`src/rtl/cond_pkg.sv`:
```
// Shared condition codes, flag indices and IT sequencer state for the condition logic.
package cond_pkg;

   localparam logic [3:0] COND_EQ = 4'b0000;
   localparam logic [3:0] COND_NE = 4'b0001;
   localparam logic [3:0] COND_CS = 4'b0010;
   localparam logic [3:0] COND_CC = 4'b0011;
   localparam logic [3:0] COND_MI = 4'b0100;
   localparam logic [3:0] COND_PL = 4'b0101;
   localparam logic [3:0] COND_VS = 4'b0110;
   localparam logic [3:0] COND_VC = 4'b0111;
   localparam logic [3:0] COND_HI = 4'b1000;
   localparam logic [3:0] COND_LS = 4'b1001;
   localparam logic [3:0] COND_GE = 4'b1010;
   localparam logic [3:0] COND_LT = 4'b1011;
   localparam logic [3:0] COND_GT = 4'b1100;
   localparam logic [3:0] COND_LE = 4'b1101;
   localparam logic [3:0] COND_AL = 4'b1110;
   localparam logic [3:0] COND_NV = 4'b1111;

   // Bit positions inside the {N,Z,C,V} flag vector
   localparam int unsigned FLAG_N = 3;
   localparam int unsigned FLAG_Z = 2;
   localparam int unsigned FLAG_C = 1;
   localparam int unsigned FLAG_V = 0;

   // Flipping this bit of a condition code yields its inverse (except AL/NV)
   localparam int unsigned COND_INV_BIT = 0;

   typedef enum logic {
      IT_IDLE   = 1'b0,
      IT_ACTIVE = 1'b1
   } it_state_t;

endpackage

```
`src/rtl/cond_eval.sv`:
```
// Combinational condition-code evaluator against the {N,Z,C,V} flags.
module cond_eval
   import cond_pkg::*;
(
   input  logic [3:0] cond,
   input  logic [3:0] flags,
   output logic       cond_ex
);

   logic n, z, c, v;

   assign n = flags[FLAG_N];
   assign z = flags[FLAG_Z];
   assign c = flags[FLAG_C];
   assign v = flags[FLAG_V];

   // Standard condition table; NV is a true never
   always_comb begin
      cond_ex = 1'b0;
      case (cond)
         COND_EQ: cond_ex = z;
         COND_NE: cond_ex = ~z;
         COND_CS: cond_ex = c;
         COND_CC: cond_ex = ~c;
         COND_MI: cond_ex = n;
         COND_PL: cond_ex = ~n;
         COND_VS: cond_ex = v;
         COND_VC: cond_ex = ~v;
         COND_HI: cond_ex = c & ~z;
         COND_LS: cond_ex = ~c | z;
         COND_GE: cond_ex = ~(n ^ v);
         COND_LT: cond_ex = n ^ v;
         COND_GT: cond_ex = ~z & ~(n ^ v);
         COND_LE: cond_ex = z | (n ^ v);
         COND_AL: cond_ex = 1'b1;
         default: cond_ex = 1'b0;
      endcase
   end

endmodule

```
`src/rtl/condlogic_it.sv`:
```
// Condition logic with grouped flag writes and an IT-block predication sequencer.
module condlogic_it
   import cond_pkg::*;
#(
   parameter int unsigned IT_DEPTH  = 4,
   parameter int unsigned FLAGW_GRP = 2
) (
   input  logic                        clk,
   input  logic                        reset,
   input  logic [3:0]                  Cond,
   input  logic [3:0]                  ALUFlags,
   input  logic [FLAGW_GRP-1:0]        FlagW,
   input  logic                        PCS,
   input  logic                        NextPC,
   input  logic                        RegW,
   input  logic                        MemW,
   input  logic                        InstrRetire,
   input  logic                        ITStart,
   input  logic [3:0]                  ITFirstCond,
   input  logic [IT_DEPTH-1:0]         ITMask,
   input  logic [$clog2(IT_DEPTH):0]   ITLen,
   output logic                        PCWrite,
   output logic                        RegWrite,
   output logic                        MemWrite,
   output logic [3:0]                  Flags,
   output logic                        InIT,
   output logic [3:0]                  ITCond,
   output logic                        ITErr
);

   localparam int unsigned CNTW = $clog2(IT_DEPTH) + 1;
   localparam int unsigned GRPW = 4 / FLAGW_GRP;

   it_state_t             state_q, state_d;
   logic [CNTW-1:0]       count_q, count_d;
   logic [CNTW-1:0]       index_q, index_d;
   logic [3:0]            base_q, base_d;
   logic [IT_DEPTH-1:0]   mask_q, mask_d;
   logic [3:0]            itcond_q, itcond_d;
   logic                  iterr_q, iterr_d;
   logic [3:0]            flags_q, flags_d;
   logic                  condexr_q, condexr_d;

   logic [3:0]            eff_cond;
   logic                  cond_ex;
   logic [CNTW-1:0]       next_idx;
   logic [CNTW-1:0]       count_dec;
   logic                  mask_bit;
   logic [3:0]            next_itcond;
   logic                  branch_taken;

   assign InIT     = (state_q == IT_ACTIVE);
   assign eff_cond = InIT ? itcond_q : Cond;

   cond_eval u_eval (
      .cond    (eff_cond),
      .flags   (flags_q),
      .cond_ex (cond_ex)
   );

   // Flag groups load from the ALU only when their instruction passes its condition
   always_comb begin
      flags_d   = flags_q;
      condexr_d = cond_ex;
      for (int g = 0; g < int'(FLAGW_GRP); g++) begin
         if (FlagW[g] && cond_ex)
            flags_d[g*GRPW +: GRPW] = ALUFlags[g*GRPW +: GRPW];
      end
   end

   // Condition of the next predicated instruction; AL never inverts
   always_comb begin
      next_idx  = index_q + CNTW'(1);
      count_dec = count_q - CNTW'(1);
      mask_bit  = 1'b0;
      for (int k = 0; k < int'(IT_DEPTH); k++) begin
         if (CNTW'(k) == next_idx)
            mask_bit = mask_q[k];
      end
      if (base_q == COND_AL)
         next_itcond = base_q;
      else
         next_itcond = {base_q[3:1], base_q[COND_INV_BIT] ^ ~mask_bit};
      branch_taken = PCS & condexr_q;
   end

   // IT sequencer next-state logic
   always_comb begin
      state_d  = state_q;
      count_d  = count_q;
      index_d  = index_q;
      base_d   = base_q;
      mask_d   = mask_q;
      itcond_d = itcond_q;
      iterr_d  = 1'b0;
      case (state_q)
         IT_IDLE: begin
            if (InstrRetire && ITStart) begin
               if (ITLen == '0) begin
                  iterr_d = 1'b1;
               end else begin
                  state_d  = IT_ACTIVE;
                  count_d  = (ITLen > CNTW'(IT_DEPTH)) ? CNTW'(IT_DEPTH) : ITLen;
                  index_d  = '0;
                  base_d   = ITFirstCond;
                  mask_d   = ITMask;
                  itcond_d = ITFirstCond;
               end
            end
         end
         IT_ACTIVE: begin
            if (InstrRetire) begin
               if (ITStart)
                  iterr_d = 1'b1;
               if ((count_dec == '0) || branch_taken) begin
                  state_d  = IT_IDLE;
                  count_d  = '0;
                  index_d  = '0;
                  itcond_d = '0;
               end else begin
                  count_d  = count_dec;
                  index_d  = next_idx;
                  itcond_d = next_itcond;
               end
            end
         end
         default: state_d = IT_IDLE;
      endcase
   end

   // State, flag and condition registers with synchronous reset
   always_ff @(posedge clk) begin
      if (reset) begin
         state_q   <= IT_IDLE;
         count_q   <= '0;
         index_q   <= '0;
         base_q    <= '0;
         mask_q    <= '0;
         itcond_q  <= '0;
         iterr_q   <= 1'b0;
         flags_q   <= '0;
         condexr_q <= 1'b0;
      end else begin
         state_q   <= state_d;
         count_q   <= count_d;
         index_q   <= index_d;
         base_q    <= base_d;
         mask_q    <= mask_d;
         itcond_q  <= itcond_d;
         iterr_q   <= iterr_d;
         flags_q   <= flags_d;
         condexr_q <= condexr_d;
      end
   end

   assign Flags    = flags_q;
   assign ITCond   = itcond_q;
   assign ITErr    = iterr_q;
   assign RegWrite = RegW & condexr_q;
   assign MemWrite = MemW & condexr_q;
   assign PCWrite  = (PCS & condexr_q) | NextPC;

endmodule

```
`config.mk`:
```
export PLATFORM = sky130hd
export DESIGN_NAME = condlogic_it
export DESIGN_NICKNAME = d
export VERILOG_FILES = /design/src/rtl/cond_pkg.sv /design/src/rtl/cond_eval.sv /design/src/rtl/condlogic_it.sv
export SDC_FILE = /design/constraint.sdc
export NUM_CORES = 1
export LEC_CHECK = 0
export CORE_ASPECT_RATIO = 1.2
export CORE_MARGIN = 4
export CORE_UTILIZATION = 51
export CTS_BUF_LIST = sky130_fd_sc_hd__clkbuf_8 sky130_fd_sc_hd__clkbuf_16
export CTS_CLUSTER_SIZE = 14
export DETAILED_ROUTE_END_ITERATION = 16
export PLACE_DENSITY = 0.85
export SETUP_SLACK_MARGIN = 0.4
export SYNTH_ARGS = -nofsm -noshare
export SYNTH_HDL_FRONTEND = slang
export SYNTH_SLANG_ARGS = --single-unit
```
`constraint.sdc`:
```
create_clock -name clk -period 2.75 [get_ports clk]
set_input_delay 0.55 -clock clk [delete_from_list [all_inputs] [get_ports clk]]
set_output_delay 0.55 -clock clk [all_outputs]
set_load 0.02 [all_outputs]
```
==> results of run 1 <==
worst max-delay path, delay by kind of cell:
family	cells	cell delay [ns]
buf+inv	2	1.07
simple gates	2	0.14
area by class of cell:
type                    count  area [um^2]  share of cell area (%)
clock buffers               3         41.3                    2.07
well taps                  34         42.5                    2.13
clock inverters             1         5.00                   0.251
repair buffers             47          458                    22.9
multi-input cells         135          913                    45.8
flip-flops and latches     25          502                    25.1
inverters                   9         33.8                    1.69
power breakdown:
group	total (mW)	leakage [nW]	internal, mW	switching, mW
clock	0.216	0.0255	0.101	0.115
sequential	0.425	0.204	0.389	0.0366
combinational	0.313	0.523	0.163	0.150
total	0.954	0.753	0.653	0.302
through the flow:
step / cells / setup slack, ns / hold WS (ns) / utilization (%)
6_report: 254 / 0.442 / 0.463 / 71.7
5_1_grt: 254 / 0.406 / 0.485 / 71.7
4_1_cts: 254 / 0.412 / 0.466 / 71.4
3_5_place_dp: 250 / 0.165 / 0.454 / 69.7
3_3_place_gp: 250 / 0.263 / 0.444 / 69.7
2_1_floorplan: 175 / 0.737 / 0.436 / -
cell usage after synthesis, types with 3 or more instances:
cell	instances
a222oi_1	4
inv_1	9
mux2i_1	6
nor3_1	5
nor2_1	15
ha_1	7
mux2_4	3
nand2b_1	11
xor2_1	3
and2_1	3
a21oi_1	16
a221oi_1	3
nand3_1	5
dfxtp_1	25
nand2_1	25
clkbuf_1	5
how the worst max path moves through the flow:
| stage | start | end | slack, ns | cells past startpoint |
|---|---|---|---|---|
| 3_5_place_dp | Cond[1] | Flags[2]$_SDFFE_PP0P_ | 0.17 | 7 |
| 4_1_cts | Cond[1] | Flags[3]$_SDFFE_PP0P_ | 0.41 | 7 |
| 2_1_floorplan | InIT$_SDFF_PP0_ | Flags[0]$_SDFFE_PP0P_ | 0.74 | 7 |
| 3_3_place_gp | Cond[1] | Flags[2]$_SDFFE_PP0P_ | 0.26 | 7 |
| 5_1_grt | PCS | PCWrite | 0.41 | 4 |
| 6_report | PCS | PCWrite | 0.44 | 4 |
timing repair:
action | 4_1_cts | 5_1_grt
hold endpoints to repair | 0 | 0
hold buffers | 0 | 0
setup endpoints to repair | 0 | 5
resized for setup | 0 | 3
state kept, by name, summed over array words and instances, names as in the netlist:
signal and cells:
mask_q 4, base_q 4, Flags 4, ITCond 4, index_q 3, InIT 1, count_q 3, ITErr 1
condexr_q 1
per-layer routing:
metal  global-route usage [%]  vias up
li1                         -      714
met1                     21.1      711
met2                     38.6       56
met3                     4.46       14
met4                     8.99        0
met5                        0        -
cell families after synthesis:
family	synth area share, %
DFF	34.0
AOI/OAI and AO/OA	21.2
adders and majority gates	5.94
buffers and inverters	4.33
and+or+nand+nor	22.2
xor gates and xnor gates	2.97
muxes	9.42
==> results.yml, run 1 <==
outcome:
  status: "completed"
clocking:
  cts.clk_slew.worst_paths_ns: 0.09
  cts_tree: "done"
  cts_setup_buffers: 0
  worstSkewPairLatency_ns: 0.26
  clockBufferDepth: 2
  root_buffer: "clkbuf_8"
  cts.sinks: 25
  numCtsBuffers: 3
  h-tree-depth: 1
synthesis:
  ys.flop_type: "dfxtp_1"
  syn_area_mm2: 0.00147
  synthArstFlopShare_pct: 0
  yosysTopAreaCell: "dfxtp_1"
  synth_top_area_share_pct: 34.0
  yosysWarnings: 0
  ys_types: 41
  synth_nets: 211
  synth-edff-count: 0
  avgSynthCellArea_um2: 8.42
  syn_inst: 175
  synth-seq-cells: 25
  synth_area_leaders: "dfxtp_1 34%, nand2_1 6.4%, ha_1 5.9%"
  synth_seq_area_share_pct: 34.0
detailed_routing:
  drt-total-wl_um: 3820
  wl_met1_um: 1480
  wl_per_cell_um: 15.0
  ant_nets: 0
  route.met3.wl_um: 228
  top_layer: "met4"
  drtIter0Drc: 56
  firstDrtPassIters: 4
  wl_met2_um: 2010
  avgViaCountPerCell: 5.89
  num_vias: 1495
  drc: 0
global_route:
  antenna_found_initial: 0
  grt_pass1_wl_um: 6140
  grt_pass1_vias: 1436
  track_usage_pct: 20.3
  grt_max_degree: 23
  grt.overflow.total: 0
place:
  hpwl_um: 3020
  place.gp.congestion: 0.912
  numPortBuffers: 41
  placed_cell_area_mm2: 0.00194
critical_path:
  cp-end-kind: "output pin"
  rr_worst_depth: 8
  critical_path_class: "in2out"
  timing.rr.end: "ITCond[0]$_SDFFE_PP0P_"
  crit_chain: "clkdlybuf4s50_1, nand2_1, nand2b_1, clkdlybuf4s50_1"
  crit_top_cell: "clkdlybuf4s50_1"
  required_ns: 2.20
  slowest_stage: "clkdlybuf4s50_1"
  crit_path_start_kind: "primary input"
  rrSetupSlack_ns: 0.67
  path_max_fanout: 2
  slowest_delay_ns: 0.59
  reg2reg_from: "index_q[0]$_SDFFE_PP0P_"
  cp.arrival_ns: 1.76
die:
  rows: 21
  io_pins: 42
  dieWidth_um: 57.1
  chipHeight_um: 66.9
  start_util_pct: 52.9
  core_mm2: 0.00279
  die_area_mm2: 0.00382
power:
  p_total_mw: 0.954
  p_per_area_mw_per_mm2: 478
  leakagePower_nw: 0.753
  ir_drop_mv: 0.410
timing:
  worst_pin_slew_ns: 0.706
  setup_tns_ns: 0
  finalCriticalPeriod_ns: 2.31
  drv_slew: 0
  fin_crit_sh_pct: 83.9
  relSlewSlack_pct: 52.8
  rsz0062_at_grt: "no"
  hold_viol: 0
  skew_ns: 0.000889
  fmax_mhz: 433
  setup_violations: 0
final_layout:
  drive_gt1_share_pct: 9.55
  post-route-cell-area_mm2: 0.00200
  antenna_cells: 0
  n_fill_cell: 229
  area_growth_pct: 35.4
  final_cell_mix: "40 x clkdlybuf4s50_1, 25 x nand2_1, 24 x dfxtp_1, 16 x a21oi_1, 15 x nor2_1"
  layout.nets: 257
  layout.cells.most_common: "clkdlybuf4s50_1"
run:
  maxCapViolCount: 0
hold_path:
  holdCritStartpoint: "mask_q[1]$_SDFFE_PP0P_"
  hold_path_class: "reg2reg"
  holdPathEnd: "mask_q[1]$_SDFFE_PP0P_"
  hold_depth: 2
No activity file was read; power rests on OpenSTA's default activity.
==> inputs of run 2 (changes only) <==
Settings changed: CORE_UTILIZATION 51 to 43, PLACE_DENSITY 0.85 to 0.76.
Clock period 2.75 ns to 2.1 ns, I/O delays scaled along.
==> run 2 against run 1 <==
Against the previous run:
- non-clock buffer count up 22
- final cell count up 9.8%
- flip-flop and latch count stayed put
- register-to-register slack got worse by 0.51 ns
- via count rose by 4.5%
- count of clock-buffer cells in the layout unchanged
- utilization decreased by 1.6 points
- global-route usage is 0.27 points higher
- largest power group unchanged
==> results.yml, run 2 (synthesized netlist as in run 1, its figures left out) <==
final_layout:
  post-route-cell-area_mm2: 0.00232
  drive_gt1_share_pct: 30.6
  layout.cells.most_common: "buf_4"
  final_cell_count_no_fill: 279
  area_growth_pct: 57.2
  antenna_cells: 0
  multiInputGateArea_mm2: 0.00108
  n_fill_cell: 253
  layout.nets: 279
  final_util_pct: 70.0
  final_cell_mix: "25 x buf_4, 24 x nand2_1, 22 x clkdlybuf4s50_1, 20 x dfxtp_1, 16 x dlygate4sd2_1"
  ff_latch_area_um2: 514
power:
  p_per_area_mw_per_mm2: 595
  leakagePower_nw: 0.939
  ir_drop_mv: 0.420
detailed_routing:
  drtIter0Drc: 126
  drt-total-wl_um: 4410
  wl_per_cell_um: 15.8
  ant_nets: 0
  drc: 0
  firstDrtPassIters: 12
  avgViaCountPerCell: 5.60
  num_vias: 1563
die:
  chipHeight_um: 72.1
  rows: 23
  start_util_pct: 44.5
  io_pins: 42
  dieWidth_um: 61.4
  die_area_mm2: 0.00443
  core_mm2: 0.00331
critical_path:
  required_ns: 2.30
  path_max_fanout: 10
  slowest_stage: "dfxtp_4"
  cp.arrival_ns: 2.15
  cp_top_family: "compound AO/OA/AOI/OAI gates"
  cp-end-kind: "flop"
  path_buf_inv: 2
  slowest_delay_ns: 0.39
  crit_path_start_kind: "flop"
  crit_chain: "clkbuf_2, buf_4, nor4bb_1, a41oi_1, o21ai_1, a21oi_2, a21boi_2, mux2i_1"
  critical_path_class: "reg2reg"
global_route:
  grt_pass1_wl_um: 6930
  grt_max_degree: 21
  grt.overflow.total: 0
  track_usage_pct: 20.6
  grt_pass1_vias: 1566
  antenna_found_initial: 0
place:
  hpwl_um: 3170
  numPortBuffers: 41
  placed_cell_area_mm2: 0.00207
  place.gp.congestion: 0.868
  dpl.cell_count: 264
timing:
  skew_ns: 0.0102
  drv_slew: 0
  setup_violations: 0
  rsz0062_at_grt: "yes"
  finalCriticalPeriod_ns: 1.94
  relSlewSlack_pct: 77.3
  worst_pin_slew_ns: 0.339
  fmax_mhz: 515
  setup_tns_ns: 0
  fin_crit_sh_pct: 92.5
  hold_viol: 0
clocking:
  cts.clk_slew.worst_paths_ns: 0.09
  clockBufferDepth: 2
  h-tree-depth: 1
  numCtsBuffers: 3
  cts.sinks: 25
  worstSkewPairLatency_ns: 0.28
  root_buffer: "clkbuf_8"
  cts_tree: "done"
run:
  maxCapViolCount: 0
outcome:
  status: "completed"
hold_path:
  hold_path_class: "reg2reg"
-- run 2: final timing paths --
| path | start | end | cells past startpoint | slack [ns] |
|---|---|---|---|---|
| max | InIT$_SDFF_PP0_ | Flags[3]$_SDFFE_PP0P_ | 8 | 0.16 |
| min | mask_q[0]$_SDFFE_PP0P_ | mask_q[0]$_SDFFE_PP0P_ | 2 | 0.47 |
| max reg2reg | InIT$_SDFF_PP0_ | Flags[3]$_SDFFE_PP0P_ | 8 | 0.16 |
| min reg2reg | mask_q[0]$_SDFFE_PP0P_ | mask_q[0]$_SDFFE_PP0P_ | 2 | 0.47 |
-- run 2: power by group --
part | internal (mW) | leakage [nW] | total (mW) | switching [mW]
logic | 0.271 | 0.710 | 0.526 | 0.255
clock network | 0.135 | 0.0217 | 0.299 | 0.164
registers | 0.508 | 0.207 | 0.553 | 0.0454
total | 0.913 | 0.939 | 1.38 | 0.465
-- run 2: worst reg2reg max path: cells and delay by family, from the launching register on --
family          cells  cell delay, ns
compound gates      4            0.58
buf+inv             2            0.33
flops               1            0.39
mux                 1            0.21
simple gates        1            0.35
-- run 2: stage by stage --
stage	hold slack (ns)	power [mW]	setup slack (ns)
2_1_floorplan	0.437	0.809	0.244
3_5_place_dp	0.451	0.997	-0.177
4_1_cts	0.465	1.33	0.165
6_report	0.466	1.38	0.158
5_1_grt	0.501	1.45	0.0608
3_3_place_gp	0.444	0.979	-0.131
-- run 2: final cells by class --
type	count	area share (%)
clock buffer	3	1.78
inverter	9	1.46
clock inverter	1	0.324
timing repair buffer	69	25.8
sequential	25	22.2
tap	37	2.00
multi-input combinational	135	46.5
-- run 2: metal layers --
layer	global-route usage, %	part of all wire, %	up-vias
li1	-	-	756
met1	23.1	38	737
met2	37.3	53	59
met3	2.31	6.1	11
met4	9.67	2.6	0
met5	0	0	-
-- run 2: timing repair --
action / 4_1_cts / 5_1_grt
setup endpoints to repair: 26 / 19
pin swaps: 18 / 8
hold buffers: 0 / 0
resized for setup: 43 / 18
setup buffers: 7 / 4
